`config.mk`:
```
export PLATFORM = sky130hd
export DESIGN_NAME = ball_ctrl_flat
export DESIGN_NICKNAME = d
export VERILOG_FILES = /design/src/rtl/pong_pkg.sv /design/src/rtl/ball_ctrl_if.sv /design/src/rtl/ball_ctrl_paddle_hit_chk.sv /design/src/rtl/ball_ctrl.sv /design/src/flat_wrapper.sv
export SDC_FILE = /design/constraint.sdc
export NUM_CORES = 1
export LEC_CHECK = 0
export CORE_UTILIZATION = 43
export DETAILED_ROUTE_END_ITERATION = 12
export PLACE_DENSITY_LB_ADDON = 0.2
export SLEW_MARGIN = 0
export SYNTH_ARGS = -nofsm -noshare
export SYNTH_HDL_FRONTEND = slang
export SYNTH_SLANG_ARGS = --single-unit
```
`constraint.sdc`:
```
create_clock -name clock -period 4.3 [get_ports clock]
set_input_delay 0.86 -clock clock [delete_from_list [all_inputs] [get_ports clock]]
set_output_delay 0.86 -clock clock [all_outputs]
set_load 0.05 [all_outputs]
```
`src/rtl/pong_pkg.sv`:
```
// Shared types and geometry for the Pong ball engine.
package pong_pkg;

    localparam int COORD_W     = 10;
    localparam int NEXT_W      = 12;
    localparam int SPEED_W     = 4;

    localparam int FIELD_W     = 640;
    localparam int FIELD_H     = 480;
    localparam int BALL_SIZE   = 8;
    localparam int PADDLE_W    = 8;
    localparam int PADDLE_H    = 64;
    localparam int PADDLE_XL   = 16;
    localparam int PADDLE_XR   = 616;
    localparam int SPEED       = 4;
    localparam int MAX_SPEED   = 8;
    localparam int SERVE_DELAY = 30;

    localparam int CNT_W       = $clog2(SERVE_DELAY + 1);
    localparam int CENTRE_X    = (FIELD_W - BALL_SIZE) / 2;
    localparam int CENTRE_Y    = (FIELD_H - BALL_SIZE) / 2;

    typedef enum logic [2:0] {
        IDLE       = 3'd0,
        SERVE_WAIT = 3'd1,
        PLAY       = 3'd2,
        SCORED     = 3'd3,
        HALT       = 3'd4
    } state_t;

    // Signed next coordinate so that moves below zero stay visible.
    function automatic logic signed [NEXT_W-1:0] step_pos(
        input logic [COORD_W-1:0] pos,
        input logic               dir_pos,
        input logic [SPEED_W-1:0] spd
    );
        logic signed [NEXT_W-1:0] p;
        logic signed [NEXT_W-1:0] s;
        p = signed'({{(NEXT_W-COORD_W){1'b0}}, pos});
        s = signed'({{(NEXT_W-SPEED_W){1'b0}}, spd});
        return dir_pos ? (p + s) : (p - s);
    endfunction

endpackage

```
`src/rtl/ball_ctrl_if.sv`:
```
// Ball engine bus: frame/serve/paddle inputs and ball/score outputs.
interface ball_ctrl_if;
    import pong_pkg::*;

    logic               frame_tick;
    logic               serve;
    logic [COORD_W-1:0] p1_y;
    logic [COORD_W-1:0] p2_y;
    logic               game_over;
    logic [COORD_W-1:0] ball_x;
    logic [COORD_W-1:0] ball_y;
    logic               p1vic;
    logic               p2vic;
    logic               ball_active;

    modport master (
        output frame_tick, serve, p1_y, p2_y, game_over,
        input  ball_x, ball_y, p1vic, p2vic, ball_active
    );

    modport slave (
        input  frame_tick, serve, p1_y, p2_y, game_over,
        output ball_x, ball_y, p1vic, p2vic, ball_active
    );
endinterface

```
`src/rtl/ball_ctrl_paddle_hit_chk.sv`:
```
// Vertical overlap test between the ball and one paddle.
module paddle_hit_chk
    import pong_pkg::*;
(
    input  logic [COORD_W-1:0] ball_y,
    input  logic [COORD_W-1:0] paddle_y,
    output logic               overlap
);

    logic [COORD_W:0] ball_bot_s;
    logic [COORD_W:0] pad_bot_s;

    assign ball_bot_s = {1'b0, ball_y}   + (COORD_W+1)'(BALL_SIZE);
    assign pad_bot_s  = {1'b0, paddle_y} + (COORD_W+1)'(PADDLE_H);
    assign overlap    = (ball_bot_s > {1'b0, paddle_y}) && ({1'b0, ball_y} < pad_bot_s);

endmodule

```
`src/rtl/ball_ctrl.sv`:
```
// Pong ball engine: serve delay, motion, wall/paddle bounces, goal pulses.
// Optional SPEEDUP_EN: each paddle hit raises speed by one up to MAX_SPEED.
module ball_ctrl
    import pong_pkg::*;
(
    input  logic        clock,
    input  logic        reset,
    ball_ctrl_if.slave  bus
);

    localparam logic [COORD_W-1:0]       CX         = COORD_W'(CENTRE_X);
    localparam logic [COORD_W-1:0]       CY         = COORD_W'(CENTRE_Y);
    localparam logic [COORD_W-1:0]       Y_MAX_C    = COORD_W'(FIELD_H - BALL_SIZE);
    localparam logic [COORD_W-1:0]       L_STOP_C   = COORD_W'(PADDLE_XL + PADDLE_W);
    localparam logic [COORD_W-1:0]       R_STOP_C   = COORD_W'(PADDLE_XR - BALL_SIZE);
    localparam logic [CNT_W-1:0]         SERVE_LAST = CNT_W'(SERVE_DELAY);
    localparam logic signed [NEXT_W-1:0] ZERO_S     = NEXT_W'(0);
    localparam logic signed [NEXT_W-1:0] BALL_S     = NEXT_W'(BALL_SIZE);
    localparam logic signed [NEXT_W-1:0] L_FACE_S   = NEXT_W'(PADDLE_XL + PADDLE_W);
    localparam logic signed [NEXT_W-1:0] R_FACE_S   = NEXT_W'(PADDLE_XR);
    localparam logic signed [NEXT_W-1:0] X_GOAL_S   = NEXT_W'(FIELD_W - BALL_SIZE);
    localparam logic signed [NEXT_W-1:0] Y_MAX_S    = NEXT_W'(FIELD_H - BALL_SIZE);

    state_t               state_r, state_s;
    logic [COORD_W-1:0]   x_r, x_s, y_r, y_s;
    logic                 dir_x_r, dir_x_s, dir_y_r, dir_y_s;
    logic [CNT_W-1:0]     cnt_r, cnt_s;
    logic                 p1vic_r, p1vic_s, p2vic_r, p2vic_s;
    logic                 active_r;
    logic [SPEED_W-1:0]   speed_s;
    logic signed [NEXT_W-1:0] xs_s, nx_s, ny_s;
    logic                 ov1_s, ov2_s;
    logic                 hit_l_s, hit_r_s, goal_l_s, goal_r_s;

    paddle_hit_chk u_chk_p1 (.ball_y(y_r), .paddle_y(bus.p1_y), .overlap(ov1_s));
    paddle_hit_chk u_chk_p2 (.ball_y(y_r), .paddle_y(bus.p2_y), .overlap(ov2_s));

    assign xs_s = signed'({{(NEXT_W-COORD_W){1'b0}}, x_r});
    assign nx_s = step_pos(x_r, dir_x_r, speed_s);
    assign ny_s = step_pos(y_r, dir_y_r, speed_s);

    // Paddle contact needs the ball to cross the face on this move; a ball already past it scores.
    assign hit_l_s  = !dir_x_r && (xs_s >= L_FACE_S) && (nx_s < L_FACE_S) && ov1_s;
    assign goal_l_s = !dir_x_r && !hit_l_s && (nx_s <= ZERO_S);
    assign hit_r_s  = dir_x_r && ((xs_s + BALL_S) <= R_FACE_S) && ((nx_s + BALL_S) > R_FACE_S) && ov2_s;
    assign goal_r_s = dir_x_r && !hit_r_s && (nx_s >= X_GOAL_S);

`ifdef SPEEDUP_EN
    logic [SPEED_W-1:0] speed_r, speed_nxt_s;
    logic               hit_tick_s;

    assign hit_tick_s = (state_r == PLAY) && bus.frame_tick && !bus.game_over && (hit_l_s || hit_r_s);
    assign speed_s    = speed_r;

    // Speed reloads at each serve and climbs on every paddle contact.
    always_comb begin
        speed_nxt_s = speed_r;
        if ((state_r == IDLE) && bus.serve && !bus.game_over) begin
            speed_nxt_s = SPEED_W'(SPEED);
        end else if (hit_tick_s && (speed_r < SPEED_W'(MAX_SPEED))) begin
            speed_nxt_s = speed_r + SPEED_W'(1);
        end else begin
            speed_nxt_s = speed_r;
        end
    end

    // Speed register
    always_ff @(posedge clock) begin
        if (reset) begin
            speed_r <= SPEED_W'(SPEED);
        end else begin
            speed_r <= speed_nxt_s;
        end
    end
`else
    assign speed_s = SPEED_W'(SPEED);
`endif

    // Next-state and next-position logic
    always_comb begin
        state_s = state_r;
        x_s     = x_r;
        y_s     = y_r;
        dir_x_s = dir_x_r;
        dir_y_s = dir_y_r;
        cnt_s   = cnt_r;
        p1vic_s = 1'b0;
        p2vic_s = 1'b0;
        if (bus.game_over) begin
            state_s = HALT;
            x_s     = CX;
            y_s     = CY;
        end else begin
            case (state_r)
                IDLE: begin
                    x_s = CX;
                    y_s = CY;
                    if (bus.serve) begin
                        state_s = SERVE_WAIT;
                        cnt_s   = '0;
                    end else begin
                        state_s = IDLE;
                    end
                end
                SERVE_WAIT: begin
                    if (bus.frame_tick) begin
                        cnt_s = cnt_r + CNT_W'(1);
                        if (cnt_s == SERVE_LAST) begin
                            state_s = PLAY;
                        end else begin
                            state_s = SERVE_WAIT;
                        end
                    end else begin
                        state_s = SERVE_WAIT;
                    end
                end
                PLAY: begin
                    if (bus.frame_tick) begin
                        if (ny_s < ZERO_S) begin
                            y_s     = '0;
                            dir_y_s = 1'b1;
                        end else if (ny_s > Y_MAX_S) begin
                            y_s     = Y_MAX_C;
                            dir_y_s = 1'b0;
                        end else begin
                            y_s     = ny_s[COORD_W-1:0];
                            dir_y_s = dir_y_r;
                        end
                        // Goals recentre and serve back toward the conceding side.
                        if (hit_l_s) begin
                            x_s     = L_STOP_C;
                            dir_x_s = 1'b1;
                        end else if (goal_l_s) begin
                            state_s = SCORED;
                            p2vic_s = 1'b1;
                            x_s     = CX;
                            y_s     = CY;
                            dir_x_s = 1'b0;
                            dir_y_s = dir_y_r;
                        end else if (hit_r_s) begin
                            x_s     = R_STOP_C;
                            dir_x_s = 1'b0;
                        end else if (goal_r_s) begin
                            state_s = SCORED;
                            p1vic_s = 1'b1;
                            x_s     = CX;
                            y_s     = CY;
                            dir_x_s = 1'b1;
                            dir_y_s = dir_y_r;
                        end else begin
                            x_s = nx_s[COORD_W-1:0];
                        end
                    end else begin
                        state_s = PLAY;
                    end
                end
                SCORED: begin
                    state_s = IDLE;
                end
                HALT: begin
                    state_s = HALT;
                end
                default: begin
                    state_s = IDLE;
                    x_s     = CX;
                    y_s     = CY;
                end
            endcase
        end
    end

    // State, motion and output registers
    always_ff @(posedge clock) begin
        if (reset) begin
            state_r  <= IDLE;
            x_r      <= CX;
            y_r      <= CY;
            dir_x_r  <= 1'b1;
            dir_y_r  <= 1'b1;
            cnt_r    <= '0;
            p1vic_r  <= 1'b0;
            p2vic_r  <= 1'b0;
            active_r <= 1'b0;
        end else begin
            state_r  <= state_s;
            x_r      <= x_s;
            y_r      <= y_s;
            dir_x_r  <= dir_x_s;
            dir_y_r  <= dir_y_s;
            cnt_r    <= cnt_s;
            p1vic_r  <= p1vic_s;
            p2vic_r  <= p2vic_s;
            active_r <= (state_s == PLAY);
        end
    end

    assign bus.ball_x      = x_r;
    assign bus.ball_y      = y_r;
    assign bus.p1vic       = p1vic_r;
    assign bus.p2vic       = p2vic_r;
    assign bus.ball_active = active_r;

endmodule

```
`src/flat_wrapper.sv`:
```
// flat-port wrapper written by rule: the top's interface ports become plain ports
module ball_ctrl_flat import pong_pkg::*;
  (clock, reset, bus_frame_tick, bus_serve, bus_p1_y, bus_p2_y, bus_game_over, bus_ball_x, bus_ball_y, bus_p1vic, bus_p2vic, bus_ball_active);
  ball_ctrl_if bus_i ();
  input  logic clock;
  input  logic reset;
  input wire logic [$bits(bus_i.frame_tick)-1:0] bus_frame_tick;
  input wire logic [$bits(bus_i.serve)-1:0] bus_serve;
  input wire logic [$bits(bus_i.p1_y)-1:0] bus_p1_y;
  input wire logic [$bits(bus_i.p2_y)-1:0] bus_p2_y;
  input wire logic [$bits(bus_i.game_over)-1:0] bus_game_over;
  output wire logic [$bits(bus_i.ball_x)-1:0] bus_ball_x;
  output wire logic [$bits(bus_i.ball_y)-1:0] bus_ball_y;
  output wire logic [$bits(bus_i.p1vic)-1:0] bus_p1vic;
  output wire logic [$bits(bus_i.p2vic)-1:0] bus_p2vic;
  output wire logic [$bits(bus_i.ball_active)-1:0] bus_ball_active;
  assign bus_i.frame_tick = bus_frame_tick;
  assign bus_i.serve = bus_serve;
  assign bus_i.p1_y = bus_p1_y;
  assign bus_i.p2_y = bus_p2_y;
  assign bus_i.game_over = bus_game_over;
  assign bus_ball_x = bus_i.ball_x;
  assign bus_ball_y = bus_i.ball_y;
  assign bus_p1vic = bus_i.p1vic;
  assign bus_p2vic = bus_i.p2vic;
  assign bus_ball_active = bus_i.ball_active;
  ball_ctrl u_core (.clock(clock), .reset(reset), .bus(bus_i));
endmodule
```
==> metrics.md <==
| Metric | Value |
|---|---|
| Run status | `completed` |
| Vias in the first global route | `3,125` |
| WL/cell | `15.5 um` |
| Drt pass-1 iters | `4` |
| Compound-gate portion of the synthesized area | `22.9%` |
| Adder-cell share of the synthesized area | `17.3%` |
| Crit. End Element | `flip-flop` |
| IO Pins | `48` |
| Register area share after synthesis | `17.5%` |
| Htree depth | `2` |
| Root Buffer | `clkbuf_8` |
| Final hold viol count | `0` |
| Gp weighted congestion | `0.910` |
| Biggest area consumer among synthesized cells | `dfxtp_1` |
| Post-DRT Antenna Nets | `0` |
| Max VDD drop | `0.000182 V` |
| # clock sinks | `31` |
| Grt ovf | `0` |
| Max stage delay on crit path | `0.58 ns` |
| RSZ-0062 raised after global routing | `no` |
| Multiplexer share of the synthesized area | `1.45%` |
| Top cell types by occurrence after synthesis | `ha_1, nor2_1, inv_1, dfxtp_1, nand2_1` |
| Slew @ Worst Pin | `0.795 ns` |
| Number of synthesized flops with an enable pin | `0` |
| Num CTS Buffers | `5` |
| Vias per cell | `5.73` |
| Die Span X | `92.8 um` |
| Crit path required time | `4.45 ns` |
| Vias | `3,396` |
| Worst-path maximum fanout | `10` |
| DRC violations left | `0` |
| Synth top area cells | `dfxtp_1, ha_1, nor2_1` |
| Max-Cap Viols | `0` |
| Setup CP Type | `reg -> reg` |
| Tcrit/Tclk final | `87.2%` |
| Resized cells post-CTS | `0` |
| Antenna violations before repair | `0` |
| Clock Latency Late Sink | `0.28 ns` |
| Final setup violation count | `0` |
| Main combinational cell family by area after synthesis | `simple AND/OR/NAND/NOR gates` |
| Yosys top cell area share | `17.5%` |
| Fin area | `4130 um2` |
| Final Critical Period | `3.75 ns` |
| CTS tree | `yes` |
| FF+latch count, synth | `31` |
| Total GRT Usage | `21.8%` |
| I/O Buffers | `45` |
| P_leak | `1.72 nW` |
| Post-Synth XOR/XNOR Area | `7.20%` |
| Ys async rst share | `0%` |
| Worst hold path class | `reg -> reg` |
| Slew Limit Fails | `0` |
| First-pass GRT wire length | `15.2 mm` |
| Initial DRC Count | `160` |
| Diode count | `0` |
| Worst Skew | `0.00703 ns` |
| Post-synth top flop | `dfxtp_1` |
| Most common cell in the netlist | `ha_1` |
| Rows | `32` |
| Die Footprint | `8610 um2` |
| Initial cell density of the core | `45.2%` |
| Placed Instance Area | `4040 um2` |
| Hold buffers post-CTS | `0` |
| Clock Tree Buf Depth | `2` |
| Core area | `7850 um2` |
| Synth cell types | `82` |
| Worst-case headroom to the max-slew limit | `46.6%` |
| Mapped Cells | `456` |
| CP max-delay cell | `dfxtp_1` |
| Die H | `92.8 um` |
| Arrival @ worst endpoint | `3.90 ns` |
| Final setup TNS | `0 ns` |
| Post-CTS setup buffers | `0` |
| Crit start category | `flip-flop` |
| Pwr Total | `0.000613 W` |
| Synth Cell Area | `3540 um2` |
| Cells along the critical path | `ha_1 -> nand3_1 -> xnor2_1 -> ha_1 -> nand3_1 -> a211o_1 -> o211ai_1 -> a21oi_1 -> nor4_1 -> a2bb2oi_1 -> a311oi_2 -> buf_4 -> o211a_1 -> o21ai_1` |
| HPWL after DPL | `7.16 mm` |
| Simple-Gate Fraction of Synth Area | `26.5%` |
| Yosys Warn Count | `0` |
| Worst-path clk slew | `0.06 ns` |
| Fmax | `0.267 GHz` |
| Net count, final | `564` |
| Mapped Avg Cell Area | `7.77 um2` |
| PwrDens | `149 nW/um2` |
| Post-Route WL | `9.19 mm` |
| Pin count of the biggest net entering global routing | `20` |
| Synthesis-to-finish area growth | `16.4%` |
| Ratio of cells with drive above 1 in the final layout | `6.92%` |
cell families (layout without fill, tap and decap cells):
group                    Yosys count  in the layout
multiplexers                       5              5
AO/OA/AOI/OAI                    110            110
flip-flops                        31             31
other                              1              2
buffers and inverters             59             93
adder cells (fa/ha/maj)           49             49
AND/OR/NAND/NOR                  174            174
XOR/XNOR                          27             27
per-layer routing:
layer / track usage (%) / share of wire [%]
met5: 0 / 0
met2: 35.8 / 46
met4: 4.23 / 1.1
met1: 30.7 / 49
met3: 2.30 / 4.0
layout make-up:
cell class	count	area, um2
timing repair buffer	49	480
fill	770	3720
multi-input combinational	367	2680
inverter	36	135
tap	102	128
clock buffer	5	68.8
sequential	31	621
clock inverter	3	15.0
through the flow:
step / setup slack, ns / std cells / hold slack, ns / util, %
floorplan: 0.767 / 457 / 0.458 / -
global placement: 0.409 / 585 / 0.480 / 51.5
detailed placement: 0.341 / 585 / 0.491 / 51.5
CTS: 0.547 / 593 / 0.501 / 52.6
global route: 0.239 / 593 / 0.551 / 52.6
finish: 0.552 / 593 / 0.497 / 52.6
worst max-delay path: cells and delay by family (launching register included):
kind                       cells  cell delay [ns]
AOI/OAI and AO/OA              7             1.24
xor gates and xnor gates       1             0.22
adders and majority gates      2             0.62
buffers and inverters          1             0.24
DFF                            1             0.58
and+or+nand+nor                3             0.73
cell usage in the layout, fill, tap and decap left out, types with 4 or more instances in the layout:
master / netlist / routed
a211o_1: 5 / 5
o211ai_1: 4 / 4
nor3_1: 14 / 14
a211oi_1: 5 / 5
nor4_1: 6 / 6
buf_4: 4 / 4
or3_1: 4 / 4
xnor2_1: 16 / 16
nand3_1: 20 / 20
nor2_1: 43 / 43
nand3b_1: 4 / 4
dfxtp_1: 31 / 31
xor2_1: 10 / 10
nand4_1: 6 / 6
clkbuf_8: 0 / 5
a21o_1: 6 / 6
nor4b_1: 4 / 4
clkdlybuf4s50_1: 0 / 45
nor2b_1: 7 / 7
o21ai_0: 14 / 14
inv_1: 36 / 36
and2_1: 6 / 6
mux2i_1: 4 / 4
ha_1: 49 / 49
a21oi_1: 23 / 23
and3_1: 7 / 7
nand2_1: 28 / 28
final timing paths:
check | startpoint | cells past startpoint | slack, ns | end
max | u_core.bus.ball_y[4] | 14 | 0.55 | u_core.bus.ball_y[7]
min reg2reg | u_core.cnt_r[4] | 2 | 0.50 | u_core.cnt_r[4]
max reg2reg | u_core.bus.ball_y[4] | 14 | 0.55 | u_core.bus.ball_y[7]
min | u_core.cnt_r[4] | 2 | 0.50 | u_core.cnt_r[4]
power by group:
group,switching (W),internal [W]
sequential,0.00000288,0.000288
combinational,0.0000500,0.0000485
clock,0.000113,0.000111
total,0.000166,0.000447
sequential cells by signal, summed over array words and instances, names as in the netlist:
name	cells
u_core.bus.ball_active	1
u_core.bus.ball_x	8
u_core.bus.ball_y	10
u_core.bus.p1vic	1
u_core.bus.p2vic	1
u_core.cnt_r	5
u_core.dir_x_r	1
u_core.dir_y_r	1
u_core.state_r	3
Note: power is estimated with default switching activity, not from simulation.
